==> config.mk <==
export PLATFORM = sky130hd
export DESIGN_NAME = noc_mesh_xy_router
export DESIGN_NICKNAME = d
export VERILOG_FILES = /design/src/rtl/noc_pkg.sv /design/src/rtl/noc_xy_step.sv /design/src/rtl/noc_mesh_xy_router.sv
export SDC_FILE = /design/constraint.sdc
export NUM_CORES = 1
export LEC_CHECK = 0
export ABC_AREA = 1
export CAP_MARGIN = 30
export CORE_MARGIN = 2
export CORE_UTILIZATION = 42
export DETAILED_ROUTE_END_ITERATION = 7
export PLACE_DENSITY = 0.73
export SLEW_MARGIN = 20
export SYNTH_ARGS = -nofsm -noshare
export SYNTH_HDL_FRONTEND = slang
export SYNTH_SLANG_ARGS = --single-unit
export TNS_END_PERCENT = 100
==> constraint.sdc <==
create_clock -name clk -period 1.5 [get_ports clk]
set_clock_uncertainty 0.15 [all_clocks]
set_input_delay 0.3 -clock clk [delete_from_list [all_inputs] [get_ports clk]]
set_output_delay 0.3 -clock clk [all_outputs]
set_load 0.02 [all_outputs]
==> src/rtl/noc_pkg.sv <==
// Shared types and helpers for the XY mesh router.
// Coordinates travel through the helpers as a fixed-width coord_t, wide
// enough for any supported mesh. Each module casts its own CW-bit
// coordinates to coord_t before calling the helpers.
package noc_pkg;

  localparam int COORD_MAX_W = 8;

  typedef logic [COORD_MAX_W-1:0] coord_t;

  typedef enum logic [1:0] {
    IDLE  = 2'd0,
    HOP   = 2'd1,
    DELIV = 2'd2
  } state_e;

  // Flat node number; nodes are numbered column-major (x*MESH_Y + y).
  function automatic int node_idx(input coord_t x, input coord_t y, input int mesh_y);
    return int'(x) * mesh_y + int'(y);
  endfunction

  // True when (x,y) lies inside a mesh_x by mesh_y mesh.
  function automatic logic in_range(input coord_t x, input coord_t y,
                                    input int mesh_x, input int mesh_y);
    return (int'(x) < mesh_x) && (int'(y) < mesh_y);
  endfunction

endpackage

==> src/rtl/noc_xy_step.sv <==
// One XY dimension-order routing step. X is corrected first, then Y.
// The caller range-checks coordinates beforehand, so a step can never wrap.
module noc_xy_step
  import noc_pkg::*;
#(
  parameter int CW = 2
) (
  input  logic [CW-1:0] cur_x_i,
  input  logic [CW-1:0] cur_y_i,
  input  logic [CW-1:0] dst_x_i,
  input  logic [CW-1:0] dst_y_i,
  output logic [CW-1:0] nxt_x_o,
  output logic [CW-1:0] nxt_y_o,
  output logic          arrived_o
);

  assign arrived_o = (cur_x_i == dst_x_i) && (cur_y_i == dst_y_i);

  // Move one hop: along x until it matches, then along y.
  always_comb begin
    // NOTE: every output gets a default first so no path leaves it unassigned (no latch).
    nxt_x_o = cur_x_i;
    nxt_y_o = cur_y_i;
    if (cur_x_i != dst_x_i) begin
      nxt_x_o = (cur_x_i < dst_x_i) ? cur_x_i + 1'b1 : cur_x_i - 1'b1;
    end else if (cur_y_i != dst_y_i) begin
      nxt_y_o = (cur_y_i < dst_y_i) ? cur_y_i + 1'b1 : cur_y_i - 1'b1;
    end
  end

endmodule

==> src/rtl/noc_mesh_xy_router.sv <==
// Clocked MESH_X x MESH_Y XY router. It carries one packet at a time, one hop per
// cycle, into per-node holding registers. Each node hands its packet over with
// an ack handshake.
// Optional feature macro: NOC_HOPCNT_EN adds the out_hops port and the hop counter.
module noc_mesh_xy_router
  import noc_pkg::*;
#(
  parameter int  MESH_X    = 4,
  parameter int  MESH_Y    = 4,
  parameter int  PAYLOAD_W = 2,
  localparam int CW        = $clog2((MESH_X > MESH_Y) ? MESH_X : MESH_Y),
  localparam int N         = MESH_X * MESH_Y
) (
  input  logic                   clk,
  input  logic                   rst_n,
  input  logic                   in_valid,
  output logic                   in_ready,
  input  logic [CW-1:0]          src_x,
  input  logic [CW-1:0]          src_y,
  input  logic [CW-1:0]          dest_x,
  input  logic [CW-1:0]          dest_y,
  input  logic [PAYLOAD_W-1:0]   payload,
  output logic [N*PAYLOAD_W-1:0] out_data,
  output logic [N-1:0]           out_valid,
  input  logic [N-1:0]           out_ack,
  output logic                   err_drop
`ifdef NOC_HOPCNT_EN
  ,
  output logic [MESH_X*MESH_Y*$clog2(MESH_X+MESH_Y-1)-1:0] out_hops
`endif
);

`ifdef NOC_HOPCNT_EN
  localparam int HW = $clog2(MESH_X + MESH_Y - 1);
`endif

  state_e                 state_q, state_d;
  logic [CW-1:0]          cur_x_q, cur_x_d, cur_y_q, cur_y_d;
  logic [CW-1:0]          dst_x_q, dst_x_d, dst_y_q, dst_y_d;
  logic [PAYLOAD_W-1:0]   pay_q, pay_d;
  logic [N-1:0]           out_valid_q, out_valid_d;
  logic [N*PAYLOAD_W-1:0] out_data_q, out_data_d;
  logic                   err_q, err_d;
`ifdef NOC_HOPCNT_EN
  logic [HW-1:0]          hops_q, hops_d;
  logic [N*HW-1:0]        out_hops_q, out_hops_d;
`endif

  logic [CW-1:0] nxt_x, nxt_y;
  logic          arrived;
  logic [N-1:0]  dst_sel;
  logic          deliv_ok;

  noc_xy_step #(.CW(CW)) u_step (
    .cur_x_i   (cur_x_q),
    .cur_y_i   (cur_y_q),
    .dst_x_i   (dst_x_q),
    .dst_y_i   (dst_y_q),
    .nxt_x_o   (nxt_x),
    .nxt_y_o   (nxt_y),
    .arrived_o (arrived)
  );

  // One-hot select of the destination node's holding register.
  always_comb begin
    for (int i = 0; i < N; i++) begin
      dst_sel[i] = (node_idx(coord_t'(dst_x_q), coord_t'(dst_y_q), MESH_Y) == i);
    end
  end

  // The destination register is free when it is empty or being acked this cycle.
  assign deliv_ok = |(dst_sel & (~out_valid_q | out_ack));

  // Next-state, datapath and per-node register updates.
  always_comb begin
    state_d     = state_q;
    cur_x_d     = cur_x_q;
    cur_y_d     = cur_y_q;
    dst_x_d     = dst_x_q;
    dst_y_d     = dst_y_q;
    pay_d       = pay_q;
    err_d       = 1'b0;
    out_valid_d = out_valid_q & ~out_ack;
    out_data_d  = out_data_q;
`ifdef NOC_HOPCNT_EN
    hops_d      = hops_q;
    out_hops_d  = out_hops_q;
`endif
    case (state_q)
      IDLE: begin
        if (in_valid) begin
          if (!(in_range(coord_t'(src_x), coord_t'(src_y), MESH_X, MESH_Y) &&
                in_range(coord_t'(dest_x), coord_t'(dest_y), MESH_X, MESH_Y))) begin
            err_d = 1'b1;
          end else begin
            cur_x_d = src_x;
            cur_y_d = src_y;
            dst_x_d = dest_x;
            dst_y_d = dest_y;
            pay_d   = payload;
`ifdef NOC_HOPCNT_EN
            hops_d  = '0;
`endif
            state_d = HOP;
          end
        end
      end
      HOP: begin
        if (arrived) begin
          state_d = DELIV;
        end else begin
          cur_x_d = nxt_x;
          cur_y_d = nxt_y;
`ifdef NOC_HOPCNT_EN
          hops_d  = hops_q + 1'b1;
`endif
        end
      end
      DELIV: begin
        // A delivery overrides a same-cycle ack on the destination node.
        if (deliv_ok) begin
          for (int i = 0; i < N; i++) begin
            if (dst_sel[i]) begin
              out_valid_d[i]                       = 1'b1;
              out_data_d[i*PAYLOAD_W +: PAYLOAD_W] = pay_q;
`ifdef NOC_HOPCNT_EN
              out_hops_d[i*HW +: HW]               = hops_q;
`endif
            end
          end
          state_d = IDLE;
        end
      end
      default: state_d = IDLE;
    endcase
  end

  // State and datapath registers with synchronous active-low reset.
  always_ff @(posedge clk) begin
    if (!rst_n) begin
      // NOTE: sequential state uses non-blocking assignments so every register samples pre-edge values.
      state_q     <= IDLE;
      cur_x_q     <= '0;
      cur_y_q     <= '0;
      dst_x_q     <= '0;
      dst_y_q     <= '0;
      pay_q       <= '0;
      out_valid_q <= '0;
      // NOTE: the holding registers are visible outputs, so they are reset too (not left as uninitialised storage).
      out_data_q  <= '0;
      err_q       <= 1'b0;
`ifdef NOC_HOPCNT_EN
      hops_q      <= '0;
      out_hops_q  <= '0;
`endif
    end else begin
      state_q     <= state_d;
      cur_x_q     <= cur_x_d;
      cur_y_q     <= cur_y_d;
      dst_x_q     <= dst_x_d;
      dst_y_q     <= dst_y_d;
      pay_q       <= pay_d;
      out_valid_q <= out_valid_d;
      out_data_q  <= out_data_d;
      err_q       <= err_d;
`ifdef NOC_HOPCNT_EN
      hops_q      <= hops_d;
      out_hops_q  <= out_hops_d;
`endif
    end
  end

  assign in_ready  = (state_q == IDLE);
  assign out_valid = out_valid_q;
  assign out_data  = out_data_q;
  assign err_drop  = err_q;
`ifdef NOC_HOPCNT_EN
  assign out_hops  = out_hops_q;
`endif

endmodule

==> flow_summary.yaml <==
cells_and_area:
  diodes: 0
  final_util_pct: 66.6
  stdcell_count: 556
  final_nets: 509
  final_cell_area_um2: 3990
  drive_above_1_share_pct: 24.7
  n_fill_cell: 520
  area_growth_pct: 52.1
clock_tree:
  insertion_delay_ns: 0.34
  htreeDepth: 3
  cts.hold.buffers_added: 0
  clkTransAtPathRegs_ns: 0.06
  cts_num_sinks: 60
  cts_tree: "done"
  cts.path.max_buffers: 2
  cts_root_buf: "clkbuf_8"
  cts-buffers-inserted: 9
yosys:
  ys.flop_type: "dfxtp_1"
  synth_edf_count: 0
  synth-simple-area-share_pct: 25.4
  synth_compound_area_share_pct: 15.4
  synth_common_cells: "66 x nor2_1, 60 x dfxtp_1, 50 x nand2_1, 42 x o21ai_0, 41 x inv_1"
  synth_fa_ha_area_share_pct: 1.91
  synth_top_area_share_pct: 45.8
  netlist_area_um2: 2620
  synth.most_common_cell: "nor2_1"
  yosys_warnings: 0
  synth_mux_area_share_pct: 0
  post_synth_xor_area_fraction_pct: 1.34
  ys_seq_elements: 60
  synth_area_leaders: "dfxtp_1 46%, nor2_1 9.5%, o21ai_0 8.0%"
  syn-num-nets: 399
  ys_seq_area_share_pct: 45.8
  synth_top_family_by_area: "simple AND/OR/NAND/NOR gates"
  synth_largest_area_cell: "dfxtp_1"
  postSynthCellCount: 366
  syn_area_per_cell_um2: 7.16
  postSynth.asyncResetShare_pct: 0
  yosysUniqueCellTypes: 27
grt:
  grt_max_degree: 42
  grt_pass1_wl_mm: 12.0
  grt-ovfl-total: 0
  antenna_found_initial: 0
  grt_use_total_pct: 21.3
  grt_pass1_vias: 2694
sta:
  fin_crit_sh_pct: 99.4
  period_needed_ns: 1.49
  rsz0062_at_grt: "yes"
  slew_viol_final: 0
  setup_viol: 0
  max_freq_ghz: 0.671
  hold_viol_final: 0
  fin_tns_setup_ns: 0
detailed_routing:
  dr.first_iter.drc_count: 92
  vias: 2705
  post_drt_via_cell_ratio: 4.87
  route.detailed.drc: 0
  ant_nets: 0
  drtPass1Iterations: 5
  routed_wl_mm: 7.19
  wl_per_cell_um: 12.9
placed_design:
  io_buffer_count: 77
  placed_area_um2: 3700
  gp_congestion: 0.835
  placedCellCount: 538
  dp_hpwl_mm: 5.07
power_and_ir_drop:
  sequentialPowerShare_pct: 43.8
  p_clk_share_pct: 35.3
  p_switching_uw: 1160
  p_int_uw: 2800
  leakage_uw: 0.00184
  power.density_nw_per_um2: 991
  vdd_drop_max_mv: 0.876
  p_comb_share_pct: 20.9
  p_sw_share_pct: 29.2
die:
  die_area_um2: 6890
  initial_utilization_pct: 43.8
  num_rows: 28
  die_h_um: 83
  die_x_um: 83
  core_um2: 5990
  io_pins: 79
worst_setup_path:
  required_ns: 1.63
  end_kind: "flop"
  crit_type: "reg2reg"
  crit_path_start_kind: "flop"
  crit_fanout: 5
  cp_data_arrival_time_ns: 1.62
hold_path:
  worst_hold_path_type: "reg2reg"
status:
  status: "complete, no violations"
job:
  drv_cap: 0
[path summary, 6_finish.rpt]
path	start	to	slack, ns	cells after the start
worst min register to register	out_data[26]$_SDFFE_PN0P_	out_data[26]$_SDFFE_PN0P_	0.29	2
worst max-delay path	dst_x_q[1]$_SDFFE_PN0P_	out_data[19]$_SDFFE_PN0P_	0.01	8
worst min-delay path	out_data[26]$_SDFFE_PN0P_	out_data[26]$_SDFFE_PN0P_	0.29	2
worst max register to register	dst_x_q[1]$_SDFFE_PN0P_	out_data[19]$_SDFFE_PN0P_	0.01	8
[metal layers]
layer | up-vias | global-route usage, % | wire (um)
met2 | 91 | 35.3 | 3480
li1 | 1369 | - | -
met3 | 11 | 7.85 | 501
met5 | - | 0 | 0
met4 | 0 | 7.30 | 92
met1 | 1234 | 25.5 | 3120
[through the flow]
step | total power, uW | hold WS (ns) | setup slack (ns)
after floorplan | 2160 | 0.288 | 0.0312
after global placement | 2470 | 0.285 | -0.193
after detailed placement | 2490 | 0.286 | -0.220
after CTS | 3910 | 0.293 | 0.000686
after global routing | 4130 | 0.317 | -0.0675
final | 3950 | 0.291 | 0.00957
[sequential cells by signal (all words and copies together), names as in the netlist]
signal     flops
out_data      32
dst_y_q        2
state_q        2
out_valid     16
cur_x_q        2
dst_x_q        2
pay_q          2
cur_y_q        2
[cell usage in the layout (no fill, tap or decap), types with 4 or more instances in the layout]
cell type        netlist  layout
a21oi_1               33      32
buf_4                  1      28
clkbuf_2               0       5
clkbuf_8               0       9
clkdlybuf4s15_1        0      23
clkdlybuf4s50_1        0      28
dfxtp_1               60      53
dfxtp_4                0       4
dlygate4sd2_1          0      20
inv_1                 41      38
inv_2                 14      14
nand2_1               50      44
nand2_2                3       9
nand3_1               15       8
nand3_2                1       8
nor2_1                66      62
nor2_2                11      13
nor2_4                 3       5
o21ai_0               42      41
[cells by family after synthesis]
logic type / Yosys count
and+or+nand+nor: 152
buffers and inverters: 66
adders and majority gates: 4
other: 1
xor gates and xnor gates: 4
DFF: 60
AOI/OAI and AO/OA: 79
[critical path, cell delays in order (launching register included)]
cell and delay, ns:
dfxtp_4 0.37, inv_4 0.04, buf_6 0.11, nor2_4 0.15
nand3_2 0.12, nor2_2 0.17, buf_4 0.14, o21ai_0 0.07
nor2_1 0.09
[power by group through the flow]
stage	Clock, uW	Sequential, uW	Combinational, uW
floorplan	0	1740	418
global route	1490	1740	904
detailed placement	0	1740	746
global placement	0	1740	725
finish	1400	1730	828
CTS	1420	1720	770
[repair_timing]
| item | in CTS | in global routing |
|---|---|---|
| gates cloned | 0 | 0 |
| setup endpoints to repair | 57 | 64 |
| resized for setup | 63 | 65 |
| buffers inserted | 0 | 2 |
| pin swaps | 3 | 13 |
[layout make-up]
type / count / area [um^2] / area share, %
Sequential cell: 60 / 1220 / 30.6
Multi-Input combinational cell: 240 / 1270 / 32.0
Inverter: 56 / 218 / 5.46
Timing Repair Buffer: 109 / 997 / 25.0
Clock buffer: 11 / 131 / 3.29
Tap cell: 75 / 93.8 / 2.35
Clock inverter: 5 / 52.6 / 1.32
No activity file was read; power rests on OpenSTA's default activity.
